`config.mk`:
```
export PLATFORM = sky130hd
export DESIGN_NAME = cnt_mod_chain_flat
export DESIGN_NICKNAME = d
export VERILOG_FILES = /design/src/rtl/cnt_mod_chain_pkg.sv /design/src/rtl/cnt_mod_chain_if.sv /design/src/rtl/cnt_mod_chain_digit.sv /design/src/rtl/cnt_mod_chain.sv /design/src/flat_wrapper.sv
export SDC_FILE = /design/constraint.sdc
export NUM_CORES = 1
export LEC_CHECK = 0
export BUFFER_PORTS_ARGS = -buffer_cell sky130_fd_sc_hd__buf_2
export CAP_MARGIN = 10
export CORE_AREA = 2 2 43 45
export CTS_CLUSTER_DIAMETER = 40
export DETAILED_ROUTE_END_ITERATION = 10
export DIE_AREA = 0 0 45 47
export PLACE_DENSITY = 0.84
export REMOVE_ABC_BUFFERS = 1
export SLEW_MARGIN = 20
export SYNTH_ARGS = -nofsm -noshare
export SYNTH_HDL_FRONTEND = slang
export SYNTH_SLANG_ARGS = --single-unit
```
`constraint.sdc`:
```
create_clock -name CLK -period 4.07 [get_ports CLK]
set_input_delay 0 -clock CLK [delete_from_list [all_inputs] [get_ports CLK]]
set_output_delay 0 -clock CLK [all_outputs]
set_load 0.01 [all_outputs]
```
`src/rtl/cnt_mod_chain_pkg.sv`:
```
`default_nettype none
// ============================================================================
//  Module      : cnt_pkg
//  Description : Shared helpers for the modulo counter chain: per-digit
//                terminal value and parameter legality check.
//  Revision    : 1.0  initial release
// ============================================================================
package cnt_pkg;

    // Terminal value of a single digit for the given counting direction.
    function automatic int unsigned digit_term(input int unsigned mod, input logic up);
        return up ? (mod - 1) : 0;
    endfunction

    // Legal when at least one digit exists, the modulus is at least 2 and
    // every digit value below the modulus fits in DW bits.
    function automatic bit params_ok(input int digits, input int mod, input int dw);
        return (digits >= 1) && (mod >= 2) && (dw >= 1) && (dw < 31) &&
               ((64'd1 << dw) >= 64'(mod));
    endfunction

endpackage
`default_nettype wire

```
`src/rtl/cnt_mod_chain_if.sv`:
```
`default_nettype none
// ============================================================================
//  Module      : cnt_mod_chain_if
//  Description : Control, data and status bundle of one counter chain.
//  Revision    : 1.0  initial release
// ============================================================================
interface cnt_mod_chain_if #(
    parameter int DIGITS = 2,
    parameter int DW     = 4
);
    logic                   EN;
    logic                   LOAD;
    logic                   UP;
    logic                   CIN;
    logic [DIGITS*DW-1:0]   DATA;
    logic [DIGITS*DW-1:0]   DOUT;
    logic                   COUT;
    logic                   WRAP;
    logic                   LDERR;

    modport master (
        output EN, LOAD, UP, CIN, DATA,
        input  DOUT, COUT, WRAP, LDERR
    );

    modport slave (
        input  EN, LOAD, UP, CIN, DATA,
        output DOUT, COUT, WRAP, LDERR
    );
endinterface
`default_nettype wire

```
`src/rtl/cnt_mod_chain_digit.sv`:
```
`default_nettype none
// ============================================================================
//  Module      : cnt_digit
//  Description : One modulo-MOD digit cell with up/down step and clamped load.
//  Revision    : 1.0  initial release
// ============================================================================
module cnt_digit
    import cnt_pkg::*;
#(
    parameter int MOD = 10,
    parameter int DW  = 4
) (
    input  wire logic           CLK,
    input  wire logic           RST,
    input  wire logic           step,
    input  wire logic           up,
    input  wire logic           load,
    input  wire logic [DW-1:0]  din,
    output logic      [DW-1:0]  q,
    output logic                term,
    output logic                bad
);

    localparam logic [DW-1:0] c_max = DW'(MOD - 1);
    localparam logic [DW:0]   c_mod = (DW + 1)'(MOD);

    logic [DW-1:0] r_q;
    logic [DW-1:0] w_next;
    logic [DW-1:0] w_tval;

    assign bad    = ({1'b0, din} >= c_mod);
    assign w_tval = DW'(digit_term(MOD, up));
    assign term   = (r_q == w_tval);
    assign q      = r_q;

    // Out-of-range load digits are forced to zero so q never leaves 0..MOD-1.
    always_comb begin
        w_next = r_q;
        if (load) begin
            w_next = bad ? '0 : din;
        end else if (step) begin
            if (up) begin
                w_next = (r_q == c_max) ? '0 : r_q + DW'(1);
            end else begin
                w_next = (r_q == '0) ? c_max : r_q - DW'(1);
            end
        end
    end

    always_ff @(posedge CLK or negedge RST) begin
        if (!RST) begin
            r_q <= '0;
        end else begin
            r_q <= w_next;
        end
    end

endmodule
`default_nettype wire

```
`src/rtl/cnt_mod_chain.sv`:
```
`default_nettype none
// ============================================================================
//  Module      : cnt_mod_chain
//  Description : DIGITS-digit modulo-MOD up/down counter with lookahead carry,
//                cascade carry, wrap pulse and load range-error pulse.
//  Revision    : 1.0  initial release
// ============================================================================
module cnt_mod_chain
    import cnt_pkg::*;
#(
    parameter int DIGITS = 2,
    parameter int MOD    = 10,
    parameter int DW     = 4
) (
    input  wire logic       CLK,
    input  wire logic       RST,
    cnt_mod_chain_if.slave  bus
);

    localparam bit c_params_ok = params_ok(DIGITS, MOD, DW);

    generate
        if (!c_params_ok) begin : g_param_check
            $error("cnt_mod_chain: illegal DIGITS/MOD/DW combination");
        end
    endgenerate

    logic [DIGITS-1:0]    w_term;
    logic [DIGITS-1:0]    w_bad;
    logic [DIGITS-1:0]    w_dstep;
    logic [DIGITS*DW-1:0] w_dout;
    logic                 w_load;
    logic                 w_step;
    logic                 w_tc;
    logic                 r_wrap;
    logic                 r_lderr;

    assign w_load = bus.EN & ~bus.LOAD;
    assign w_step = bus.EN &  bus.LOAD & bus.CIN;
    assign w_tc   = &w_term;

    // Parallel lookahead: each digit steps when every lower digit is terminal.
    generate
        for (genvar gi = 0; gi < DIGITS; gi++) begin : g_digit
            if (gi == 0) begin : g_lsd
                assign w_dstep[gi] = w_step;
            end else begin : g_upper
                assign w_dstep[gi] = w_step & (&w_term[gi-1:0]);
            end

            cnt_digit #(
                .MOD (MOD),
                .DW  (DW)
            ) u_digit (
                .CLK  (CLK),
                .RST  (RST),
                .step (w_dstep[gi]),
                .up   (bus.UP),
                .load (w_load),
                .din  (bus.DATA[gi*DW +: DW]),
                .q    (w_dout[gi*DW +: DW]),
                .term (w_term[gi]),
                .bad  (w_bad[gi])
            );
        end
    endgenerate

    always_ff @(posedge CLK or negedge RST) begin
        if (!RST) begin
            r_wrap  <= 1'b0;
            r_lderr <= 1'b0;
        end else begin
            r_wrap  <= w_step & w_tc;
            r_lderr <= w_load & (|w_bad);
        end
    end

    assign bus.DOUT  = w_dout;
    assign bus.COUT  = w_step & w_tc;
    assign bus.WRAP  = r_wrap;
    assign bus.LDERR = r_lderr;

endmodule
`default_nettype wire

```
`src/flat_wrapper.sv`:
```
// flat-port wrapper written by rule: the top's interface ports become plain ports
module cnt_mod_chain_flat import cnt_pkg::*;
#(
    parameter int DIGITS = 2,
    parameter int MOD    = 10,
    parameter int DW     = 4
)
  (CLK, RST, bus_EN, bus_LOAD, bus_UP, bus_CIN, bus_DATA, bus_DOUT, bus_COUT, bus_WRAP, bus_LDERR);
  cnt_mod_chain_if #(.DIGITS(DIGITS), .DW(DW)) bus_i ();
  input  wire logic CLK;
  input  wire logic RST;
  input wire logic [$bits(bus_i.EN)-1:0] bus_EN;
  input wire logic [$bits(bus_i.LOAD)-1:0] bus_LOAD;
  input wire logic [$bits(bus_i.UP)-1:0] bus_UP;
  input wire logic [$bits(bus_i.CIN)-1:0] bus_CIN;
  input wire logic [$bits(bus_i.DATA)-1:0] bus_DATA;
  output wire logic [$bits(bus_i.DOUT)-1:0] bus_DOUT;
  output wire logic [$bits(bus_i.COUT)-1:0] bus_COUT;
  output wire logic [$bits(bus_i.WRAP)-1:0] bus_WRAP;
  output wire logic [$bits(bus_i.LDERR)-1:0] bus_LDERR;
  assign bus_i.EN = bus_EN;
  assign bus_i.LOAD = bus_LOAD;
  assign bus_i.UP = bus_UP;
  assign bus_i.CIN = bus_CIN;
  assign bus_i.DATA = bus_DATA;
  assign bus_DOUT = bus_i.DOUT;
  assign bus_COUT = bus_i.COUT;
  assign bus_WRAP = bus_i.WRAP;
  assign bus_LDERR = bus_i.LDERR;
  cnt_mod_chain #(.DIGITS(DIGITS), .MOD(MOD), .DW(DW)) u_core (.CLK(CLK), .RST(RST), .bus(bus_i));
endmodule
```
==> results.sh <==
export IMPL_finalMaxSlewViolations=0
export IMPL_critPathMaxStageDelay_ns=0.54
export IMPL_dp_hpwl_mm=1.37
export IMPL_drive_above_1_share_pct=26.6
export IMPL_pin_count=25
export IMPL_grt_pass1_wl_mm=3.44
export IMPL_p_comb_share_pct=31.9
export IMPL_coreArea_um2=1650
export IMPL_setup_violations_final=0
export IMPL_rsz0062_at_grt="no"
export IMPL_viasPerCell=6.03
export IMPL_crit_type="reg -> out"
export IMPL_postSynthAreaPerCell_um2=8.23
export IMPL_clk_path_buf_depth=2
export IMPL_drt_first_pass_iters=4
export IMPL_synth_top_family_by_area="compound AO/OA/AOI/OAI gates"
export IMPL_synth_distinct_cells=38
export IMPL_synth_simple_area_share_pct=27.0
export IMPL_path_clk_slew_ns=0.07
export IMPL_synth_xor_area_share_pct=5.22
export IMPL_worst_path_buf_inv=1
export IMPL_antenna_cells=0
export IMPL_synth_edff_count=0
export IMPL_antenna_found_initial=0
export IMPL_arrival_ns=2.33
export IMPL_ys_seq_area_share_pct=29.8
export IMPL_stdcell_area_um2=1020
export IMPL_p_switching_mw=0.144
export IMPL_p_seq_share_pct=43.2
export IMPL_clkLatencyLatePin_ns=0.28
export IMPL_die_w_um=45
export IMPL_place_worst_setup_slack_ns=2.04
export IMPL_die_h_um=47
export IMPL_cts_tree="built"
export IMPL_post_cts_buffers=0
export IMPL_synthFlopType="dfrtp_1"
export IMPL_grt_pass1_vias=746
export IMPL_leakagePower_nw=0.428
export IMPL_yosys_register_bits=10
export IMPL_cts_sinks=10
export IMPL_drtIter0Drc=21
export IMPL_hold_slack_ns=0.0101
export IMPL_drt_wl_total_mm=2.06
export IMPL_critPathTopFamily="simple AND/OR/NAND/NOR gates"
export IMPL_crit_chain="or3_1, a2111oi_4, nor4b_1, buf_2"
export IMPL_netlist_instances=102
export IMPL_tns_ns=0
export IMPL_yosysWarnings=0
export IMPL_cts_resized_gates=0
export IMPL_fin_cells=141
export IMPL_synth_fa_ha_area_share_pct=0
export IMPL_grt_max_degree=21
export IMPL_synthMuxAreaShare_pct=1.19
export IMPL_die_area_um2=2120
export IMPL_drc=0
export IMPL_finClkSkew_ns=0.00249
export IMPL_place_congestion=0.787
export IMPL_power_mw=0.373
export IMPL_period_share_pct=57.4
export IMPL_synth_compound_area_share_pct=29.7
export IMPL_ir_drop_mv=0.222
export IMPL_track_usage_pct=22.8
export IMPL_p_sw_share_pct=38.6
export IMPL_fmax_mhz=428
export IMPL_cts_root_buf="clkbuf_4"
export IMPL_io_buffer_count=24
export IMPL_row_count=15
export IMPL_syn_cell_area_um2=840
export IMPL_area_growth_pct=21.3
export IMPL_status="completed"
export IMPL_crit_path_start_kind="register"
export IMPL_post_dp_cell_area_um2=932
export IMPL_worst_slack_ns=1.74
export IMPL_hp_class="in -> reg"
export IMPL_numCtsBuffers=3
export IMPL_postLayoutCoreUtil_pct=61.7
export IMPL_antenna_left=0
export IMPL_maxSlewHeadroom_pct=58.6
export IMPL_grt_overflow_total=0
export IMPL_required_ns=4.07
export IMPL_worst_path_max_fanout=15
export IMPL_min_period_ns=2.33
export IMPL_worstSetupEndpointType="primary output"
export IMPL_async_reset_ff_share_pct=100
export IMPL_worst_slew_pin_slew_ns=0.620
export IMPL_n_fill_cell=149
export IMPL_clkPwrFrac_pct=24.9
export IMPL_max_cap_violations=0
export IMPL_place_inst=132
export IMPL_layout_nets=139
export IMPL_cp_slowest_cell="dfrtp_1"
export IMPL_power_internal_mw=0.229
export IMPL_start_util_pct=50.8
export IMPL_wire_per_inst_um=14.6
export IMPL_htree_num_levels=1
export IMPL_power_density_nw_per_um2=366
export IMPL_hold_viol=0
export IMPL_holdBufCountCts=4
export IMPL_vias=850
final timing paths:
kind                       slack, ns                      startpoint                             end  cells after the start
max                             1.74  u_core.g_digit[0].u_digit.q[0]                        bus_COUT                      4
min                             0.01                     bus_DATA[1]  u_core.g_digit[0].u_digit.q[1]                      3
max reg2reg                     2.09  u_core.g_digit[0].u_digit.q[0]                 u_core.bus.WRAP                      3
min reg2reg                     0.62  u_core.g_digit[1].u_digit.q[1]                 u_core.bus.WRAP                      1
max in group asynchronous       3.77                             RST  u_core.g_digit[0].u_digit.q[1]                      2
min in group asynchronous       0.11                             RST                u_core.bus.LDERR                      2
sequential cells by signal, indices dropped and copies added (netlist names):
signal,flops
u_core.bus.WRAP,1
u_core.g_digit.u_digit.q,8
u_core.bus.LDERR,1
layout by cell type, fill, tap and decap left out, types with 3 or more instances in the layout:
master | netlist | layout
buf_2 | 0 | 24
inv_1 | 3 | 3
o21ai_0 | 12 | 12
nor2_1 | 5 | 5
nor2b_1 | 5 | 5
dfrtp_1 | 10 | 10
xnor2_1 | 5 | 5
clkbuf_4 | 0 | 3
dlygate4sd3_1 | 0 | 5
nor3_1 | 3 | 3
nand3_1 | 7 | 7
a21oi_1 | 7 | 7
cell usage after synthesis, types with 2 or more instances:
cell type	count	area share, %
inv_1	3	1.3
nand3_1	7	4.2
nor3_1	3	1.8
xnor2_1	5	5.2
nor2_1	5	2.2
dfrtp_1	10	30
o21ai_0	12	7.2
clkbuf_1	8	3.6
and3_1	2	1.5
a2111oi_4	2	6.6
or3_1	2	1.5
o21ai_1	2	1.2
buf_1	2	0.89
a21oi_1	7	4.2
a31o_2	2	2.1
nand2_1	2	0.89
nor2b_1	5	3.7
nand2b_1	2	1.5
nand3b_1	2	1.8
layer usage:
layer	track usage [%]	wire [µm]	vias to the layer above
met4	7.06	18	0
met3	6.92	118	2
met2	33.4	956	29
met1	32.4	970	399
li1	-	-	420
met5	0	0	-
power groups by stage:
| stage | Combinational [mW] | Clock [mW] | Sequential [mW] |
|---|---|---|---|
| 6_report | 0.119 | 0.0930 | 0.161 |
| 2_1_floorplan | 0.0692 | 0 | 0.160 |
| 5_1_grt | 0.133 | 0.102 | 0.166 |
| 3_5_place_dp | 0.113 | 0 | 0.161 |
| 3_3_place_gp | 0.112 | 0 | 0.159 |
| 4_1_cts | 0.118 | 0.0933 | 0.159 |
tightest hold or removal path, delay by kind of cell:
kind                   cells  cell delay (ns)
buffers and inverters      1             0.10
AOI/OAI and AO/OA          1             0.08
and+or+nand+nor            1             0.07
area by class of cell:
class	instances	area [µm²]	area share, %
inverter	3	11.3	1.11
timing repair buffer	29	170	16.7
tap	17	21.3	2.09
clock buffer	4	36.3	3.56
sequential	10	250	24.6
multi-input combinational	78	529	52.0
cells by family (layout without fill, tap and decap cells):
kind of cell / Yosys count / in the layout
compound gates: 34 / 34
xor+xnor: 5 / 5
flops: 10 / 10
simple gates: 38 / 38
mux: 1 / 1
buf+inv: 14 / 36
(Power assumes the default switching activity.)
